===== src/rtl/frame_writer_if.sv =====
// frame_writer_if: groups the pixel/header input side and the memory-write
// output side of frame_writer into one bundle.
//
// Handshake: there is no ready signal. pix_valid is a one-cycle strobe that
// carries exactly one pixel; the sink always takes it. hdr_valid is a level
// that frames the whole image. wr_en is a one-cycle write strobe, and
// wr_addr/wr_data/sof/eol/eof are meaningful (and non-zero) only while
// wr_en = 1.
//
// Modports:
//   master - the upstream parser / memory side (drives pixels, sees writes)
//   slave  - the frame_writer itself
interface frame_writer_if #(
  parameter int ADDR_W = 19
);
  logic [7:0]        pix_r;
  logic [7:0]        pix_g;
  logic [7:0]        pix_b;
  logic              pix_valid;
  logic [15:0]       height;
  logic [15:0]       width;
  logic              hdr_valid;
  logic              wr_en;
  logic [ADDR_W-1:0] wr_addr;
  logic [15:0]       wr_data;
  logic              sof;
  logic              eol;
  logic              eof;
  logic              frame_done;
  logic              dim_error;
  logic              overflow;

  modport master (
    output pix_r, pix_g, pix_b, pix_valid, height, width, hdr_valid,
    input  wr_en, wr_addr, wr_data, sof, eol, eof, frame_done, dim_error, overflow
  );

  modport slave (
    input  pix_r, pix_g, pix_b, pix_valid, height, width, hdr_valid,
    output wr_en, wr_addr, wr_data, sof, eol, eof, frame_done, dim_error, overflow
  );
endinterface


===== src/rtl/frame_writer.sv =====
// frame_writer: pixel sink behind the byte-stream parser. Tracks the raster
// position of each incoming pixel, converts it to RGB565 (GRAY = 0) or 8-bit
// luma (GRAY = 1) and issues one linear-address write per pixel. Flags
// start/end of line/frame, frame completion and protocol errors.
//
// Ports:
//   clk       - system clock, rising edge
//   reset     - asynchronous, active-high
//   bus       - frame_writer_if.slave: pixel/header inputs, write outputs
//   state_dbg - current FSM state (0 IDLE, 1 RUN, 2 DONE, 3 ERROR)
//
// Pipeline: a pixel sampled at edge N is captured (stage 1), converted at
// N+1 (stage 2) and presented on the write port after edge N+2.
module frame_writer #(
  parameter int ADDR_W     = 19,
  parameter int MAX_PIXELS = 307200,
  parameter int GRAY       = 0
) (
  input  logic          clk,
  input  logic          reset,
  frame_writer_if.slave bus,
  output logic [1:0]    state_dbg
);

  typedef enum logic [1:0] {
    ST_IDLE  = 2'd0,
    ST_RUN   = 2'd1,
    ST_DONE  = 2'd2,
    ST_ERROR = 2'd3
  } state_t;

  localparam logic [31:0] MAX_P = 32'(MAX_PIXELS);

  state_t            state_q;
  state_t            state_d;

  logic [15:0]       w_q;
  logic [15:0]       h_q;
  logic [15:0]       x_q;
  logic [15:0]       y_q;
  logic [ADDR_W-1:0] addr_q;

  logic [31:0]       product;
  logic              dims_ok;
  logic              last_x;
  logic              last_y;

  logic              start_frame;
  logic              accept;
  logic              surplus;

  logic              s1_valid;
  logic [7:0]        s1_r;
  logic [7:0]        s1_g;
  logic [7:0]        s1_b;
  logic [ADDR_W-1:0] s1_addr;
  logic              s1_sof;
  logic              s1_eol;
  logic              s1_eof;

  logic              s2_valid;
  logic [15:0]       s2_data;
  logic [ADDR_W-1:0] s2_addr;
  logic              s2_sof;
  logic              s2_eol;
  logic              s2_eof;

  logic [15:0]       luma_sum;
  logic [15:0]       conv;

  assign product   = 32'(bus.width) * 32'(bus.height);
  assign dims_ok   = (bus.width != '0) && (bus.height != '0) && (product <= MAX_P);
  assign last_x    = (x_q == w_q - 16'd1);
  assign last_y    = (y_q == h_q - 16'd1);
  assign state_dbg = state_q;

  // State register
  always_ff @(posedge clk or posedge reset) begin
    if (reset) state_q <= ST_IDLE;
    else       state_q <= state_d;
  end

  // Next-state logic. Dropping hdr_valid always returns to IDLE, even on
  // the edge that accepts the last pixel; that pixel still drains.
  always_comb begin
    state_d = state_q;
    case (state_q)
      ST_IDLE: begin
        if (bus.hdr_valid) state_d = dims_ok ? ST_RUN : ST_ERROR;
      end
      ST_RUN: begin
        if (!bus.hdr_valid)                       state_d = ST_IDLE;
        else if (bus.pix_valid && last_x && last_y) state_d = ST_DONE;
      end
      ST_DONE, ST_ERROR: begin
        if (!bus.hdr_valid) state_d = ST_IDLE;
      end
      default: state_d = ST_IDLE;
    endcase
  end

  // FSM outputs
  always_comb begin
    start_frame = 1'b0;
    accept      = 1'b0;
    surplus     = 1'b0;
    case (state_q)
      ST_IDLE:           start_frame = bus.hdr_valid;
      ST_RUN:            accept      = bus.pix_valid;
      ST_DONE, ST_ERROR: surplus     = bus.pix_valid;
      default: ;
    endcase
  end

  // Raster position and linear address
  always_ff @(posedge clk or posedge reset) begin
    if (reset) begin
      w_q    <= '0;
      h_q    <= '0;
      x_q    <= '0;
      y_q    <= '0;
      addr_q <= '0;
    end else if (start_frame) begin
      w_q    <= bus.width;
      h_q    <= bus.height;
      x_q    <= '0;
      y_q    <= '0;
      addr_q <= '0;
    end else if (accept) begin
      addr_q <= addr_q + ADDR_W'(1);
      if (last_x) begin
        x_q <= '0;
        y_q <= y_q + 16'd1;
      end else begin
        x_q <= x_q + 16'd1;
      end
    end
  end

  // Stage 1: capture the pixel together with its address and tags
  always_ff @(posedge clk or posedge reset) begin
    if (reset) begin
      s1_valid <= 1'b0;
      s1_r     <= '0;
      s1_g     <= '0;
      s1_b     <= '0;
      s1_addr  <= '0;
      s1_sof   <= 1'b0;
      s1_eol   <= 1'b0;
      s1_eof   <= 1'b0;
    end else begin
      s1_valid <= accept;
      s1_r     <= bus.pix_r;
      s1_g     <= bus.pix_g;
      s1_b     <= bus.pix_b;
      s1_addr  <= addr_q;
      s1_sof   <= (x_q == '0) && (y_q == '0);
      s1_eol   <= last_x;
      s1_eof   <= last_x && last_y;
    end
  end

  // Colour conversion. The luma weights sum to 256, so the 16-bit sum never
  // overflows and its top byte is the 8-bit luma.
  always_comb begin
    luma_sum = 16'd77 * {8'd0, s1_r} + 16'd150 * {8'd0, s1_g} + 16'd29 * {8'd0, s1_b};
    conv     = {s1_r[7:3], s1_g[7:2], s1_b[7:3]};
    if (GRAY != 0) conv = {8'd0, luma_sum[15:8]};
  end

  // Stage 2: converted pixel
  always_ff @(posedge clk or posedge reset) begin
    if (reset) begin
      s2_valid <= 1'b0;
      s2_data  <= '0;
      s2_addr  <= '0;
      s2_sof   <= 1'b0;
      s2_eol   <= 1'b0;
      s2_eof   <= 1'b0;
    end else begin
      s2_valid <= s1_valid;
      s2_data  <= conv;
      s2_addr  <= s1_addr;
      s2_sof   <= s1_sof;
      s2_eol   <= s1_eol;
      s2_eof   <= s1_eof;
    end
  end

  // Write port: payload and tags are forced to zero between writes
  always_ff @(posedge clk or posedge reset) begin
    if (reset) begin
      bus.wr_en   <= 1'b0;
      bus.wr_addr <= '0;
      bus.wr_data <= '0;
      bus.sof     <= 1'b0;
      bus.eol     <= 1'b0;
      bus.eof     <= 1'b0;
    end else begin
      bus.wr_en   <= s2_valid;
      bus.wr_addr <= s2_valid ? s2_addr : '0;
      bus.wr_data <= s2_valid ? s2_data : '0;
      bus.sof     <= s2_valid && s2_sof;
      bus.eol     <= s2_valid && s2_eol;
      bus.eof     <= s2_valid && s2_eof;
    end
  end

  // Status flags: all three are cleared only when a new frame starts.
  // frame_done rises together with the eof write, not when the FSM enters DONE.
  always_ff @(posedge clk or posedge reset) begin
    if (reset) begin
      bus.frame_done <= 1'b0;
      bus.dim_error  <= 1'b0;
      bus.overflow   <= 1'b0;
    end else if (start_frame) begin
      bus.frame_done <= 1'b0;
      bus.dim_error  <= !dims_ok;
      bus.overflow   <= 1'b0;
    end else begin
      if (s2_valid && s2_eof) bus.frame_done <= 1'b1;
      if (surplus)            bus.overflow   <= 1'b1;
    end
  end

endmodule


===== src/flat_wrapper.sv =====
// flat-port wrapper written by rule: the top's interface ports become plain ports
module frame_writer_flat 
#(
  parameter int ADDR_W     = 19,
  parameter int MAX_PIXELS = 307200,
  parameter int GRAY       = 0
)
  (clk, reset, state_dbg, bus_pix_r, bus_pix_g, bus_pix_b, bus_pix_valid, bus_height, bus_width, bus_hdr_valid, bus_wr_en, bus_wr_addr, bus_wr_data, bus_sof, bus_eol, bus_eof, bus_frame_done, bus_dim_error, bus_overflow);
  frame_writer_if #(.ADDR_W(ADDR_W)) bus_i ();
  input  logic clk;
  input  logic reset;
  output logic [1:0] state_dbg;
  input wire logic [$bits(bus_i.pix_r)-1:0] bus_pix_r;
  input wire logic [$bits(bus_i.pix_g)-1:0] bus_pix_g;
  input wire logic [$bits(bus_i.pix_b)-1:0] bus_pix_b;
  input wire logic [$bits(bus_i.pix_valid)-1:0] bus_pix_valid;
  input wire logic [$bits(bus_i.height)-1:0] bus_height;
  input wire logic [$bits(bus_i.width)-1:0] bus_width;
  input wire logic [$bits(bus_i.hdr_valid)-1:0] bus_hdr_valid;
  output wire logic [$bits(bus_i.wr_en)-1:0] bus_wr_en;
  output wire logic [$bits(bus_i.wr_addr)-1:0] bus_wr_addr;
  output wire logic [$bits(bus_i.wr_data)-1:0] bus_wr_data;
  output wire logic [$bits(bus_i.sof)-1:0] bus_sof;
  output wire logic [$bits(bus_i.eol)-1:0] bus_eol;
  output wire logic [$bits(bus_i.eof)-1:0] bus_eof;
  output wire logic [$bits(bus_i.frame_done)-1:0] bus_frame_done;
  output wire logic [$bits(bus_i.dim_error)-1:0] bus_dim_error;
  output wire logic [$bits(bus_i.overflow)-1:0] bus_overflow;
  assign bus_i.pix_r = bus_pix_r;
  assign bus_i.pix_g = bus_pix_g;
  assign bus_i.pix_b = bus_pix_b;
  assign bus_i.pix_valid = bus_pix_valid;
  assign bus_i.height = bus_height;
  assign bus_i.width = bus_width;
  assign bus_i.hdr_valid = bus_hdr_valid;
  assign bus_wr_en = bus_i.wr_en;
  assign bus_wr_addr = bus_i.wr_addr;
  assign bus_wr_data = bus_i.wr_data;
  assign bus_sof = bus_i.sof;
  assign bus_eol = bus_i.eol;
  assign bus_eof = bus_i.eof;
  assign bus_frame_done = bus_i.frame_done;
  assign bus_dim_error = bus_i.dim_error;
  assign bus_overflow = bus_i.overflow;
  frame_writer #(.ADDR_W(ADDR_W), .MAX_PIXELS(MAX_PIXELS), .GRAY(GRAY)) u_core (.clk(clk), .reset(reset), .bus(bus_i), .state_dbg(state_dbg));
endmodule

===== config.mk =====
export PLATFORM = sky130hd
export DESIGN_NAME = frame_writer_flat
export DESIGN_NICKNAME = d
export VERILOG_FILES = /design/src/rtl/frame_writer_if.sv /design/src/rtl/frame_writer.sv /design/src/flat_wrapper.sv
export SDC_FILE = /design/constraint.sdc
export NUM_CORES = 1
export LEC_CHECK = 0
export ABC_AREA = 1
export BUFFER_PORTS_ARGS = -buffer_cell sky130_fd_sc_hd__buf_2
export CORE_ASPECT_RATIO = 0.6
export CORE_MARGIN = 1
export CORE_UTILIZATION = 55
export DETAILED_ROUTE_END_ITERATION = 8
export GPL_ROUTABILITY_DRIVEN = 0
export GPL_TIMING_DRIVEN = 0
export PLACE_DENSITY = 0.74
export SLEW_MARGIN = 25
export SYNTH_ARGS = -nofsm -noshare
export SYNTH_HDL_FRONTEND = slang
export SYNTH_SLANG_ARGS = --single-unit

===== constraint.sdc =====
create_clock -name clk -period 15.6 [get_ports clk]
set_clock_uncertainty 0.15 [all_clocks]
set_input_delay 4.68 -clock clk [delete_from_list [all_inputs] [get_ports clk]]
set_output_delay 4.68 -clock clk [all_outputs]
set_load 0.03 [all_outputs]

==> results.json <==
{
  "hold_depth": 0,
  "numCtsBuffers": 18,
  "cts_setup_buffers": 0,
  "worstSetupEndpointType": "flop",
  "synth-simple-area-share_pct": 24.4,
  "clk-insertion-delay-late_ns": 0.51,
  "worst-path-max-fanout": 10,
  "finalNetCount": 2833,
  "multi_input_area_um2": 10700,
  "drcViolationCount": 0,
  "post-dp-hpwl_um": 38500,
  "cts_tree": "built",
  "port_buffers": 63,
  "nFillCells": 2883,
  "grtUsageTotal_pct": 28.2,
  "die_area_um2": 34000,
  "rsz0062_at_grt": "false",
  "maxCapViolCount": 0,
  "cts.sink_count": 205,
  "synthCells": 2383,
  "tightest_slew_ns": 0.886,
  "ctsHoldBuffers": 0,
  "placed_cell_area_um2": 19200,
  "antenna_found_initial": 2,
  "grt-ovfl-total": 0,
  "final-seq-area_um2": 5130,
  "core_um2": 32500,
  "die_y_um": 143,
  "grt_pass1_wl_um": 74500,
  "drive_above_1_share_pct": 5.24,
  "drt-total-wl_um": 47000,
  "worst_ep_arrival_time_ns": 11.63,
  "worst-setup-path-type": "primary input to flop",
  "rows": 51,
  "synthAdderAreaFrac_pct": 28.9,
  "slew_headroom_pct": 40.9,
  "r2r_cells": 14,
  "reg2reg_slack_ns": 12.72,
  "setup_viol": 0,
  "post_drt_wl_per_cell_um": 16.2,
  "clockRootBuffer": "clkbuf_16",
  "slew_violations": 0,
  "fin_tns_setup_ns": 0,
  "finalHoldViolations": 0,
  "crit_slowest_cell": "clkbuf_1",
  "synth_top_family_by_area": "adder cells",
  "max_freq_mhz": 87.7,
  "synth.distinct_cells": 43,
  "grt_pass1_vias": 14500,
  "io_pins": 104,
  "final_util_pct": 60.8,
  "cts_resized": 0,
  "outcome": "completed",
  "vias_per_cell": 5.29,
  "avgSynthCellArea_um2": 7.67,
  "vias": 15400,
  "ys_ff_latch": 205,
  "syn2layout_area_growth_pct": 8.37,
  "slowest_delay_ns": 0.61,
  "firstDrtPassIters": 6,
  "synthXorXnorAreaFrac_pct": 2.01,
  "grt_max_degree": 89,
  "cp-start-kind": "primary input",
  "drt-initial-drc-count": 1473,
  "htree_levels": 1,
  "start_util_pct": 56.2,
  "synthMuxAreaShare_pct": 0,
  "holdCritPathClass": "flop to flop",
  "crit_top_cell": "nand2_1",
  "fin_crit_sh_pct": 73.1,
  "synth_area_um2": 18300,
  "final_area_um2": 19800,
  "synth_fp_nets": 2748,
  "yosys_warnings": 0,
  "clk_pin_slew_worst_paths_ns": 0.07,
  "clk_path_buf_depth": 3,
  "required_ns": 15.83,
  "synth_compound_area_share_pct": 3.36,
  "seq_area_frac_synth_pct": 28.1,
  "fp.dieW_um": 237,
  "ant_nets": 0,
  "post-route-min-period_ns": 11.40
}
[path summary, 6_finish.rpt]
check,startpoint,end
min reg2reg,u_core.s1_addr[8],u_core.s2_addr[8]
min,u_core.s1_addr[8],u_core.s2_addr[8]
max reg2reg,u_core.w_q[0],u_core.x_q[7]
min in group asynchronous,reset,u_core.bus.eol
max in group asynchronous,reset,u_core.x_q[0]
max,bus_height[8],u_core.state_dbg[1]
[state kept, by name, indices dropped and copies added, names as in the netlist, 2 cells and up]
name,cells
u_core.addr_q,19
u_core.bus.wr_addr,19
u_core.bus.wr_data,16
u_core.h_q,16
u_core.s1_addr,19
u_core.s1_b,5
u_core.s1_g,6
u_core.s1_r,5
u_core.s2_addr,19
u_core.s2_data,16
u_core.state_dbg,2
u_core.w_q,16
u_core.x_q,16
u_core.y_q,16
[cells in the final DEF (no fill, tap or decap), drive strengths merged, types with 3 or more instances in the layout]
cell,n
buf,89
clkbuf,88
nand4,22
nand3b,12
dfrtp,205
inv,556
xor2,30
or2,6
clkinv,3
o21ai,59
fa,194
xnor2,12
nor3,28
nand2,754
nand3,82
nor4,20
a21oi,32
ha,111
nor2,152
o31ai,11
[routing by layer]
layer	vias up	track usage [%]	part of all wire (%)
met2	809	38.1	39
met3	50	9.68	13
met1	7328	44.0	47
met5	-	0.433	0.060
li1	7183	-	-
met4	4	3.46	1.2
[cell type report]
type	instances	share of cell area [%]
well taps	424	2.68
repair buffers	65	1.87
clock inverters	9	0.600
multi-input cells	1535	54.1
flip-flops and latches	205	25.9
inverters	554	10.5
diodes	1	0.0126
plain buffers	89	1.78
clock buffers	23	2.52
[cell families after synthesis]
group	count (synthesis)
AO/OA/AOI/OAI	108
XOR/XNOR	42
adder cells (fa/ha/maj)	305
buffers and inverters	643
flip-flops	205
AND/OR/NAND/NOR	1080
[stage by stage]
stage          instances  setup WS [ns]  hold WS [ns]
6_report            2905           4.20         0.182
5_1_grt             2905           3.95         0.202
4_1_cts             2904           4.38         0.179
3_5_place_dp        2872           3.88         0.185
3_3_place_gp        2870           3.17         0.182
2_1_floorplan       2383           5.17         0.181
[worst max-delay path, delay by kind of cell]
| kind | cells | cell delay [ns] |
|---|---|---|
| and+or+nand+nor | 16 | 2.08 |
| buffers and inverters | 7 | 1.44 |
| adders and majority gates | 7 | 3.41 |
[cell usage after synthesis, drive strengths merged]
| master | n | area share (%) |
|---|---|---|
| nand3 | 82 | 2.3 |
| nor3 | 28 | 0.79 |
| a31oi | 2 | 0.068 |
| nor4 | 20 | 0.68 |
| a211oi | 1 | 0.041 |
| xnor2 | 12 | 0.58 |
| nor3b | 2 | 0.082 |
| fa | 194 | 21 |
| nand3b | 12 | 0.49 |
| nor2 | 152 | 3.4 |
| nand2 | 754 | 16 |
| and2 | 1 | 0.034 |
| xor2 | 30 | 1.4 |
| and3 | 1 | 0.034 |
| inv | 554 | 11 |
| o21a | 1 | 0.041 |
| buf | 24 | 0.60 |
| ha | 111 | 7.6 |
| dfrtp | 205 | 28 |
| o21bai | 1 | 0.041 |
| o21ai | 59 | 1.7 |
| a21oi | 32 | 0.88 |
| o31ai | 11 | 0.53 |
| nand4 | 22 | 0.79 |
| clkbuf | 65 | 1.3 |
| or2 | 6 | 0.21 |
| a21o | 1 | 0.041 |
Power is not shown: default switching activity piles up to over one toggle a cycle in this logic, so the estimate is an artifact.
